**src/rtl/fft_mdc_pkg.sv**
```systemverilog
// fft_mdc_pkg: constants and complex sample type shared by the MDC FFT stages
package fft_mdc_pkg;
    localparam int DATA_W    = 9;
    localparam int FFT_N     = 32;
    localparam int FFT_LOG2N = $clog2(FFT_N);
    localparam int FFT_HALF  = FFT_N / 2;
    typedef struct packed {
        logic signed [DATA_W-1:0] re;
        logic signed [DATA_W-1:0] im;
    } cplx_t;
endpackage

```
**src/rtl/half_frame_buffer.sv**
```systemverilog
// half_frame_buffer: D-entry register array, one write port, one asynchronous read port
//   clk          clock
//   we/waddr/wdata  write enable, address, data
//   raddr/rdata     combinational read
module half_frame_buffer #(
    parameter int W = 18,
    parameter int D = 16
) (
    input  logic                 clk,
    input  logic                 we,
    input  logic [$clog2(D)-1:0] waddr,
    input  logic [W-1:0]         wdata,
    input  logic [$clog2(D)-1:0] raddr,
    output logic [W-1:0]         rdata
);
    logic [W-1:0] r_mem [D];
    always_ff @(posedge clk)
        if (we) r_mem[waddr] <= wdata;
    assign rdata = r_mem[raddr];
endmodule

```
**src/rtl/mdc_input_splitter.sv**
```systemverilog
// mdc_input_splitter: pairs x[n] with x[n+N/2] into the dual-path stream for MDC stage 1
//   clk, rst                   clock, synchronous active-high reset
//   in_valid, in_re, in_im     natural-order input samples
//   Up_out_*, Low_out_*        x[n] / x[n+N/2] pair, registered
//   out_valid                  pair present
//   out_frame_start/last       pair index 0 / N/2-1
//   out_count                  frame position of the pair (N/2..N-1)
module mdc_input_splitter
    import fft_mdc_pkg::*;
#(
    parameter int WIDTH = DATA_W,
    parameter int N     = FFT_N
) (
    input  logic                    clk,
    input  logic                    rst,
    input  logic                    in_valid,
    input  logic signed [WIDTH-1:0] in_re,
    input  logic signed [WIDTH-1:0] in_im,
    output logic signed [WIDTH-1:0] Up_out_re,
    output logic signed [WIDTH-1:0] Up_out_im,
    output logic signed [WIDTH-1:0] Low_out_re,
    output logic signed [WIDTH-1:0] Low_out_im,
    output logic                    out_valid,
    output logic                    out_frame_start,
    output logic                    out_frame_last,
    output logic [$clog2(N)-1:0]    out_count
);
    localparam int L    = $clog2(N);
    localparam int HALF = N / 2;
    logic [L-1:0]       r_cnt;
    logic               w_pair;
    logic [2*WIDTH-1:0] w_rd;
    // counter MSB is the FILL/PAIR state; the low bits address the buffer in both phases
    assign w_pair = r_cnt[L-1];
    half_frame_buffer #(.W(2*WIDTH), .D(HALF)) u_buf (
        .clk   (clk),
        .we    (in_valid & ~w_pair),
        .waddr (r_cnt[L-2:0]),
        .wdata ({in_re, in_im}),
        .raddr (r_cnt[L-2:0]),
        .rdata (w_rd)
    );
    always_ff @(posedge clk) begin
        if (rst) begin
            r_cnt           <= '0;
            Up_out_re       <= '0;
            Up_out_im       <= '0;
            Low_out_re      <= '0;
            Low_out_im      <= '0;
            out_valid       <= 1'b0;
            out_frame_start <= 1'b0;
            out_frame_last  <= 1'b0;
            out_count       <= '0;
        end else begin
            out_valid       <= in_valid & w_pair;
            out_frame_start <= in_valid & (r_cnt == L'(HALF));
            out_frame_last  <= in_valid & (r_cnt == L'(N - 1));
            if (in_valid) r_cnt <= r_cnt + 1'b1;
            if (in_valid && w_pair) begin
                Up_out_re  <= w_rd[2*WIDTH-1:WIDTH];
                Up_out_im  <= w_rd[WIDTH-1:0];
                Low_out_re <= in_re;
                Low_out_im <= in_im;
                out_count  <= r_cnt;
            end
        end
    end
endmodule

```
**config.mk**
```make
export PLATFORM = sky130hd
export DESIGN_NAME = mdc_input_splitter
export DESIGN_NICKNAME = d
export VERILOG_FILES = /design/src/rtl/fft_mdc_pkg.sv /design/src/rtl/half_frame_buffer.sv /design/src/rtl/mdc_input_splitter.sv
export SDC_FILE = /design/constraint.sdc
export NUM_CORES = 1
export LEC_CHECK = 0
export ABC_AREA = 1
export ABC_CLOCK_PERIOD_IN_PS = 5690
export CAP_MARGIN = 30
export CORE_ASPECT_RATIO = 1.1
export CORE_MARGIN = 4
export CORE_UTILIZATION = 50
export DETAILED_ROUTE_END_ITERATION = 8
export GPL_TIMING_DRIVEN = 0
export PLACE_DENSITY = 0.78
export SLEW_MARGIN = 10
export SYNTH_ARGS = -nofsm -noshare
export SYNTH_HDL_FRONTEND = slang
export SYNTH_HIERARCHICAL = 1
export SYNTH_SLANG_ARGS = --single-unit
```
**constraint.sdc**
```tcl
create_clock -name clk -period 5.69 [get_ports clk]
set_input_delay 1.138 -clock clk [delete_from_list [all_inputs] [get_ports clk]]
set_output_delay 1.138 -clock clk [all_outputs]
set_load 0.01 [all_outputs]
```
Word level (Yosys, flattened, before mapping)
Memories as Yosys holds them, arrays and structs flattened. A register that Yosys moved wholly into a read port is not among the register bits. Index checks and enable logic that the tools add are counted.

Memories kept: 1. Latch bits: 0. Bits of input ports: 21. Bits in writable memories: 288. Bits in read-only memories: 0. Word-level logic and storage cells: 19. Output and inout port bits: 44. Register bits after elaboration: 31.

Memories: u_buf.r_mem (words 16, width 18, read ports 1, clocked after memory_dff 1, write ports 1, line half_frame_buffer.sv:16) `logic [W-1:0] r_mem [D];`.

Add/sub/neg operators: 1. Order comparisons: 0. Multipliers: 0. Reductions and logical operators: 1. Divide/modulo/power cells: 0. Equality and inequality tests: 2. Shifts and indexed selects: 0. Muxes and demuxes: 2. Bitwise logic cells: 5.

Operators by type and width (count): == test 5 bit, second input constant (2); adder 5 x 1 -> 5 bit, second input constant (1); bitwise AND 1 bit (4); 2-to-1 mux 1 bit (2); logical AND 1 bit (1); NOT 1 bit (1).

Depth between registers and ports, before layout
Gate-level depths: netlist of the first run.

Word-level depth: 4. Depth in mapped cells: 11. Gate-level depth less buffers: 9.

Cells and area by module
The synthesis of the first run kept the hierarchy.

By module, submodules not included: half_frame_buffer (seq. area each 8648.3 um^2, instances 1, cells each 1185, area each 12401.9 um^2); mdc_input_splitter (seq. area each 980.9 um^2, instances 1, cells each 218, area each 1765.4 um^2).

Least setup slack after synthesis of the first run
No wires, ideal clock.

Path kind: input to register. Start point: input in_valid. End point: memory u_buf.r_mem[12][0], enable pin. Path buffers: 0. Required time: 5297 ps. Arrival: 2329 ps. Library setup time: 393 ps. Stages: 4. Path slack: 2969 ps. Cells stage by stage: inv_1 -> nor2_1 -> nand3_1 -> nor2_1.

Cells in the longest elaborated chain, start to end: 3.

Ends and longest elaborated chain: start: declaration (line mdc_input_splitter.sv:16) `input logic in_valid,`; bitwise AND 1 bit (line mdc_input_splitter.sv:37) `.we (in_valid & ~w_pair),`; 2-to-1 mux 1 bit (line half_frame_buffer.sv:18) `if (we) r_mem[waddr] <= wdata;`; 2-to-1 mux 1 bit (implied by the code) (line half_frame_buffer.sv:18); end: declaration (line half_frame_buffer.sv:16).

Every way passes these cells.

Final worst setup path of the first run
Start point: input in_valid. End point: memory u_buf.r_mem[4][12], enable pin.

The elaborated chain is that of the path after synthesis.

==> results.cfg, run 1 <==
[timing]
worstMarginPinSlew_ns = 0.957
finalHoldViolations = 0
period_needed_ns = 3.11
finalCritPeriodShare = 0.546
clock-skew-final_ns = 0.0175
setup_viol = 0
rsz0062_at_grt = no
fin_ws_ns = 2.58
holdWs_ns = 0.458
setup_tns_ns = 0
timing.slew.headroom = 0.362
slew_viol_final = 0
max_clock_freq_mhz = 322

[critical_path]
crit_fanout = 10
critical_path_class = in2reg
endpoint_kind = register
worstPathArrival_ns = 3.31
crit_path_cell_trace = clkdlybuf4s50_1, inv_1, nor2_1, nand3b_1, nor2_2, buf_8
critPathRequiredTime_ns = 5.90
cp_slowest_stage_delay_ns = 0.65
setup.worst_path.start_class = primary input
crit_slowest_cell = nor2_2

[worst_hold_path]
hold_path.class = reg2reg

[floorplanning]
die_y_um = 185
fp-row-count = 64
dieArea_um2 = 31100
initial_utilization = 0.508
io_pins = 65
die_w_um = 168
core_um2 = 27900

[final_layout]
num_antenna_cells = 0
multi_input_area_um2 = 3310
drive_above_1_share = 0.0874
finish.net_count = 1543
layout_common_cells = 392 x nand2_1, 288 x edfxtp_1, 222 x inv_1, 219 x nand3_1, 87 x nor2_1
layout_commonest_cell = nand2_1
final_area_um2 = 16700
regArea_um2 = 9630
fillCellCount = 2130
area_growth_pct = 18.2

[placement]
place_area_um2 = 15600
dpl.hpwl_um = 25600
place_congestion = 0.866
dpl_worst_slack_ns = 2.15
portBuffers = 64

[logic_synthesis]
ys_seq_area_frac = 0.680
synth_top_area_share = 0.610
synth-seq-cells = 337
syn-num-nets = 1427
yosysWarnings = 6
synth_top_area_cell = edfxtp_1
synth_cell_types = 26
synthCells = 1403
avgSynthCellArea_um2 = 10.1
netlist_top_cells_area = edfxtp_1 61%, nand2_1 10%, nand3_1 7.7%, dfxtp_1 6.9%, inv_1 5.9%
synth.cell_area_um2 = 14200

[routing]
routed_wl_um = 38600
drtAntennaViolNets = 0
drt_pass1_iterations = 5
vias_per_cell = 5.57
drt_iter0_drc = 1313
wl_per_cell_um = 20.2
drc = 0
vias = 10634

[clock_network]
cts_max_path_buffers = 3
holdBufCountCts = 0
worstSkewPairLatency_ns = 0.51
cts_buffers = 34
cts_resized = 0
cts_tree = yes
clk_pin_slew_ns = 0.06
post-cts-setup-buffers = 0
clockRootBuffer = clkbuf_16
htreeDepth = 2
clkSinkCount = 337

[power]
p_leak_nw = 6.99
vdd_ir_drop_max_mv = 0.248
p_per_area_nw_per_um2 = 327

[global_routing]
grt_max_degree = 18
antenna_found_initial = 2
grt_pass1_wl_um = 57400
grt_usage = 0.244
grt_pass1_vias = 10425
overflow = 0

[run]
drv_cap = 0

[status]
outcome = finished clean
-- cell usage after synthesis (all sizes together) --
library cell	number
nor2	103
edfxtp	288
nor3	1
dfxtp	49
clkbuf	17
inv	225
ha	3
nand2	394
and3	1
o21ai	42
a21oi	3
buf	52
clkinv	3
nand3	219
nand3b	3
-- routing by layer --
| metal | GRT usage | routed length (um) |
|---|---|---|
| met2 | 0.411 | 18500 |
| met4 | 0.127 | 2200 |
| met1 | 0.299 | 13800 |
| met3 | 0.0470 | 4090 |
| met5 | 0 | 17 |
-- kinds of logic (layout without fill, tap and decap cells) --
logic type,after synthesis,in the layout,share of synthesized area
buffers and inverters,297,439,0.0894
flip-flops,337,337,0.680
adder cells (fa/ha/maj),3,3,0.00265
AND/OR/NAND/NOR,721,721,0.212
AO/OA/AOI/OAI,45,45,0.0162
-- stage by stage --
| step | util | power (mW) | instances |
|---|---|---|---|
| after CTS | 0.601 | 5.47 | 1908 |
| final | 0.601 | 5.47 | 1908 |
| after global routing | 0.601 | 5.63 | 1908 |
| after floorplan | - | 3.03 | 1403 |
| after detailed placement | 0.560 | 3.25 | 1846 |
| after global placement | 0.548 | 3.23 | 1830 |
-- flip-flops by register name, summed over array words and instances (netlist names) --
signal,cells
Up_out_re,9
r_cnt,5
Up_out_im,9
u_buf/r_mem,288
out_valid,1
Low_out_im,9
Low_out_re,9
out_count,5
out_frame_start,1
out_frame_last,1
-- worst paths after layout --
kind	startpoint	slack, ns	endpoint	cells past startpoint
setup / recovery	in_valid	2.58	u_buf/r_mem[4][12]	6
hold / removal	out_count[4]	0.46	out_count[4]	2
setup reg to reg	r_cnt[2]	3.14	Up_out_re[0]	8
hold reg to reg	out_count[4]	0.46	out_count[4]	2
-- power breakdown --
group | internal [mW] | switching [mW] | total, mW | leakage (nW)
Sequential | 2.72 | 0.0162 | 2.73 | 3.00
Clock | 1.37 | 0.884 | 2.26 | 0.560
Combinational | 0.148 | 0.329 | 0.477 | 3.43
-- layout make-up --
| type | count | share of cell area |
|---|---|---|
| buffer | 69 | 0.0243 |
| clock buffer | 44 | 0.0575 |
| clock inverter | 18 | 0.0107 |
| inverter | 228 | 0.0513 |
| tap | 363 | 0.0271 |
| timing repair buffer | 80 | 0.0563 |
| sequential | 337 | 0.575 |
| multi-input combinational | 769 | 0.198 |
-- critical path, delay by kind of cell --
kind,cells,cell delay (ns)
buffers and inverters,3,0.99
AND/OR/NAND/NOR,3,1.18
No activity file was read; power rests on OpenSTA's default activity.
==> run 2, diff against run 1 <==
--- a/config.mk
+++ b/config.mk
@@ -6,14 +6,14 @@
 export NUM_CORES = 1
 export LEC_CHECK = 0
 export ABC_AREA = 1
-export ABC_CLOCK_PERIOD_IN_PS = 5690
+export ABC_CLOCK_PERIOD_IN_PS = 2600
 export CAP_MARGIN = 30
 export CORE_ASPECT_RATIO = 1.1
 export CORE_MARGIN = 4
 export CORE_UTILIZATION = 50
 export DETAILED_ROUTE_END_ITERATION = 8
 export GPL_TIMING_DRIVEN = 0
-export PLACE_DENSITY = 0.78
+export PLACE_DENSITY = 0.81
 export SLEW_MARGIN = 10
 export SYNTH_ARGS = -nofsm -noshare
 export SYNTH_HDL_FRONTEND = slang
==> constraint.sdc (replaced) <==
create_clock -name clk -period 2.6 [get_ports clk]
set_input_delay 0.52 -clock clk [delete_from_list [all_inputs] [get_ports clk]]
set_output_delay 0.52 -clock clk [all_outputs]
set_load 0.01 [all_outputs]
==> run 2 against run 1 <==
Compared with the run above:
- core utilization is 0.31 points lower
- the flow now finishes with violations (negative setup slack)
- clock skew is 0.0033 ns higher
- largest cell class unchanged
- combinational power is 120% higher
- critical path depth is 2 higher
- critical path type is now reg2reg
- final cell count is 0.21% lower
- worst setup slack worse by 2.6 ns
==> results.cfg, run 2 (same netlist as run 1, synthesis figures left out) <==
[global_routing]
overflow = 0
grt_max_degree = 18
antenna_found_initial = 1
grt_pass1_wl_um = 59900
grt_usage = 0.253
grt_pass1_vias = 10401

[clock_network]
post-cts-setup-buffers = 0
worstSkewPairLatency_ns = 0.59
clkSinkCount = 337
cts_max_path_buffers = 3
holdBufCountCts = 0
cts_buffers = 31
cts_resized = 0
clk_pin_slew_ns = 0.07
cts_tree = yes
clockRootBuffer = clkbuf_16
htreeDepth = 1

[critical_path]
critical_path_class = reg2reg
endpoint_kind = register
crit_fanout = 11
crit_slowest_cell = dfxtp_1
rr_worst_depth = 8
reg2reg_from = r_cnt[2]
cp_common_cell = nand3_1
setup.worst_path.start_class = register
critical-path-top-delay-family = buffers and inverters
worstPathArrival_ns = 3.13
crit_path_cell_trace = buf_4, clkinv_1, clkbuf_1, nand3_1, nand3_1, nand2_1, o21ai_1, nor2_1
r2r_setup_slack_ns = -0.02
r2r_end = Up_out_re[0]
critPathRequiredTime_ns = 3.12
path_buf_inv = 3
cp_slowest_stage_delay_ns = 0.55

[final_layout]
layout_commonest_cell = nand2_1
layout_common_cells = 392 x nand2_1, 288 x edfxtp_1, 222 x inv_1, 219 x nand3_1, 87 x nor2_1
final_area_um2 = 16700
drive_above_1_share = 0.0889
regMostFlops = u_buf/r_mem
num_antenna_cells = 0
fin_cells = 1904
fin_util = 0.598
area_growth_pct = 17.6
finish.net_count = 1540
largest_reg_flops = 288
fillCellCount = 2095

[floorplanning]
die_w_um = 168
core_um2 = 27900
io_pins = 65
die_y_um = 185
dieArea_um2 = 31100
fp-row-count = 64
initial_utilization = 0.508

[timing]
max_clock_freq_mhz = 382
worstMarginPinSlew_ns = 0.942
clock-skew-final_ns = 0.0207
finalCritPeriodShare = 1.01
setup_viol = 1
fin_ws_ns = -0.0162
period_needed_ns = 2.62
rsz0062_at_grt = no
finalHoldViolations = 0
holdWs_ns = 0.482
slew_viol_final = 0
timing.slew.headroom = 0.372

[routing]
drc = 0
routed_wl_um = 39600
drtAntennaViolNets = 0
vias_per_cell = 5.61
wl_per_cell_um = 20.8
vias = 10690
drt_iter0_drc = 1573
drt_pass1_iterations = 6

[power]
p_leak_nw = 6.96
vdd_ir_drop_max_mv = 0.564
p_per_area_nw_per_um2 = 713

[status]
outcome = complete, but fails checks
violations = negative setup slack

[placement]
portBuffers = 64
place_congestion = 0.911
dpl_worst_slack_ns = -0.292
place_area_um2 = 15600
dpl.hpwl_um = 25300
dp.cells = 1846

[worst_hold_path]
hp-start = Low_out_im[1]
hold_path_end = Low_out_im[1]
holdPathStages = 2
hold_path.class = reg2reg

[run]
drv_cap = 0
[run 2: changes by cell type in the layout (fill, tap and decap cells not counted)]
cell	before	now
inv_16	0	1
buf_16	5	2
clkbuf_16	37	31
inv_8	0	1
buf_6	13	15
clkbuf_8	1	6
bufinv_16	4	5
buf_8	11	12
clkinv_1	11	5
[run 2: worst max-delay path by stage]
stage | start | end | slack, ns | cells past startpoint
6_report | r_cnt[2] | Up_out_re[0] | -0.02 | 8
5_1_grt | in_valid | u_buf/r_mem[11][4] | 0.03 | 6
4_1_cts | r_cnt[2] | Up_out_re[0] | 0.18 | 8
3_5_place_dp | in_valid | u_buf/r_mem[10][7] | -0.29 | 6
3_3_place_gp | in_valid | u_buf/r_mem[15][10] | -0.99 | 5
2_1_floorplan | in_valid | u_buf/r_mem[12][0] | 0.50 | 4
[run 2: cell type report]
class	count	area (um2)	share of cell area
timing repair buffer	80	898	0.0539
clock inverter	15	218	0.0131
multi-input combinational	769	3310	0.199
buffer	69	407	0.0244
clock buffer	43	881	0.0529
tap	363	454	0.0273
inverter	228	860	0.0516
sequential	337	9630	0.578
[run 2: stage by stage]
| stage | setup TNS [ns] | total power [mW] |
|---|---|---|
| global placement | -260.61 | 7.05 |
| finish | -0.0162 | 11.9 |
| detailed placement | -41.24 | 7.10 |
| CTS | 0 | 11.9 |
| floorplan | 0 | 6.64 |
| global route | 0 | 12.2 |
[run 2: tightest hold or removal path, stage by stage, from the launching register on]
cell	delay, ns
dfxtp_1	0.32
nor2_1	0.05
nor2_1	0.08
[run 2: layer usage]
layer / GRT usage / share of wire
met5: 0 / 0
met4: 0.134 / 0.056
met3: 0.0440 / 0.12
met2: 0.425 / 0.48
met1: 0.314 / 0.34
[run 2: where the power goes]
group          internal, mW  switching [mW]  total, mW  leakage (nW)
clock network          2.87            1.97       4.84         0.543
registers              5.95          0.0382       5.99          3.00
logic                 0.321           0.734       1.06          3.41
==> run 3, diff against run 2 <==
--- a/config.mk
+++ b/config.mk
@@ -14,6 +14,7 @@
 export DETAILED_ROUTE_END_ITERATION = 8
 export GPL_TIMING_DRIVEN = 0
 export PLACE_DENSITY = 0.81
+export REMOVE_ABC_BUFFERS = 1
 export SLEW_MARGIN = 10
 export SYNTH_ARGS = -nofsm -noshare
 export SYNTH_HDL_FRONTEND = slang
==> run 3 against run 2 <==
Compared with the run above:
- the run now ends clean
- register-to-register slack gained 0.14 ns
- clock-buffer cell count grew 8
- total power shrank 2.7%
- highest routed layer unchanged
- global-route usage shrank 4.8 points
- largest cell class unchanged
- combinational power shrank 17%
- worst setup slack gained 0.027 ns
- final cell count shrank 2.5%
==> results.cfg, run 3 (same netlist as run 1, synthesis figures left out) <==
[final_layout]
final_area_um2 = 16700
largest_reg_flops = 288
layout_common_cells = 392 x nand2_1, 288 x edfxtp_1, 222 x inv_1, 219 x nand3_1, 87 x nor2_1
drive_above_1_share = 0.0736
finish.net_count = 1494
regMostFlops = u_buf/r_mem
num_antenna_cells = 0
fin_util = 0.599
area_growth_pct = 17.7
layout_commonest_cell = nand2_1

[floorplanning]
core_um2 = 27900
fp-row-count = 64
die_y_um = 185
die_w_um = 168
initial_utilization = 0.508
dieArea_um2 = 31100
io_pins = 65

[placement]
dpl_worst_slack_ns = -0.689
portBuffers = 64
place_congestion = 0.731
place_area_um2 = 15200
dpl.hpwl_um = 16500

[worst_hold_path]
hold_path.class = reg2reg
hp-start = out_count[4]

[power]
p_per_area_nw_per_um2 = 693
vdd_ir_drop_max_mv = 0.444
p_leak_nw = 6.86

[clock_network]
cts_buffers = 35
cts_max_path_buffers = 3
clockRootBuffer = clkbuf_16
clk_pin_slew_ns = 0.06
cts_tree = yes
clkSinkCount = 337
worstSkewPairLatency_ns = 0.52
holdBufCountCts = 0
htreeDepth = 2

[routing]
routed_wl_um = 33500
drt_iter0_drc = 1171
drc = 0
wl_per_cell_um = 18.1
vias = 9970
vias_per_cell = 5.37
drtAntennaViolNets = 0
drt_pass1_iterations = 5

[timing]
fin_ws_ns = 0.0111
setup_tns_ns = 0
clock-skew-final_ns = 0.0105
timing.slew.headroom = 0.466
max_clock_freq_mhz = 386
setup_viol = 0
period_needed_ns = 2.59
finalHoldViolations = 0
slew_viol_final = 0
worstMarginPinSlew_ns = 0.801
rsz0062_at_grt = yes
finalCritPeriodShare = 0.996

[critical_path]
r2r_setup_slack_ns = 0.12
crit_path_cell_trace = clkdlybuf4s50_1, inv_1, nor2_1, nand2_1, nor2_2, buf_8
worstPathArrival_ns = 2.81
startpoint = in_valid
critPathRequiredTime_ns = 2.82
cp_slowest_stage_delay_ns = 0.65
reg2reg_from = r_cnt[1]
crit_fanout = 10
r2r_end = u_buf/r_mem[3][13]
critical_path_class = in2reg
crit_slowest_cell = nor2_2
setup.worst_path.start_class = primary input
rr_worst_depth = 4
worstSetupEndpoint = u_buf/r_mem[1][13]
endpoint_kind = register

[status]
outcome = finished clean

[global_routing]
antenna_found_initial = 0
grt_pass1_wl_um = 49300
grt_usage = 0.204
grt_pass1_vias = 9482
grt_max_degree = 145
overflow = 0

[run]
drv_cap = 0
## run 3: changes by cell type in the layout (fill, tap and decap cells not counted), sizes merged
cell,before,now
buf,68,35
clkbuf,60,51
bufinv,5,1
clkinv,11,10
## run 3: through the flow
stage / power, mW / hold WS (ns) / cells
6_report: 11.6 / 0.454 / 1857
4_1_cts: 11.6 / 0.460 / 1841
3_5_place_dp: 6.96 / 0.447 / 1769
2_1_floorplan: 6.60 / 0.476 / 1334
3_3_place_gp: 6.93 / 0.439 / 1761
5_1_grt: 11.9 / 0.495 / 1857
## run 3: how the worst min path moves through the flow
| stage | endpoint | slack, ns | cells after the start |
|---|---|---|---|
| global route | out_count[4] | 0.50 | 2 |
| floorplan | out_count[4] | 0.48 | 2 |
| CTS | out_count[4] | 0.46 | 2 |
| detailed placement | out_count[4] | 0.45 | 2 |
| finish | out_count[4] | 0.45 | 2 |
| global placement | out_count[4] | 0.44 | 2 |
## run 3: power by group
part | switching (mW) | internal (mW) | leakage, nW
Clock | 1.95 | 2.72 | 0.522
Sequential | 0.0614 | 5.95 | 3.00
Combinational | 0.578 | 0.302 | 3.34
Total | 2.59 | 8.97 | 6.86
## run 3: metal layers
| metal | vias up | part of all wire | global-route usage |
|---|---|---|---|
| li1 | 4652 | - | - |
| met1 | 4678 | 0.38 | 0.256 |
| met2 | 526 | 0.50 | 0.355 |
| met3 | 114 | 0.082 | 0.0277 |
| met4 | 0 | 0.043 | 0.0945 |
| met5 | - | 0 | 0 |
## run 3: layout make-up
cell class | instances | area (um2)
Multi-Input combinational cell | 769 | 3380
Tap cell | 363 | 454
Inverter | 228 | 878
Sequential cell | 337 | 9640
Fill cell | 2084 | 11200
Timing Repair Buffer | 99 | 1260
Clock inverter | 10 | 95.1
Clock buffer | 51 | 977
## run 3: what timing repair did
| action | 4_1_cts | 5_1_grt |
|---|---|---|
| resized for setup | 5 | 0 |
| pin swaps | 5 | 7 |
| cloned | 0 | 0 |
| setup buffers | 11 | 14 |
| endpoints found under the setup margin | 141 | 166 |
## run 3: worst max-delay path, delay by kind of cell
kind | cells | cell delay [ns]
buffers and inverters | 3 | 1.02
AND/OR/NAND/NOR | 3 | 1.25
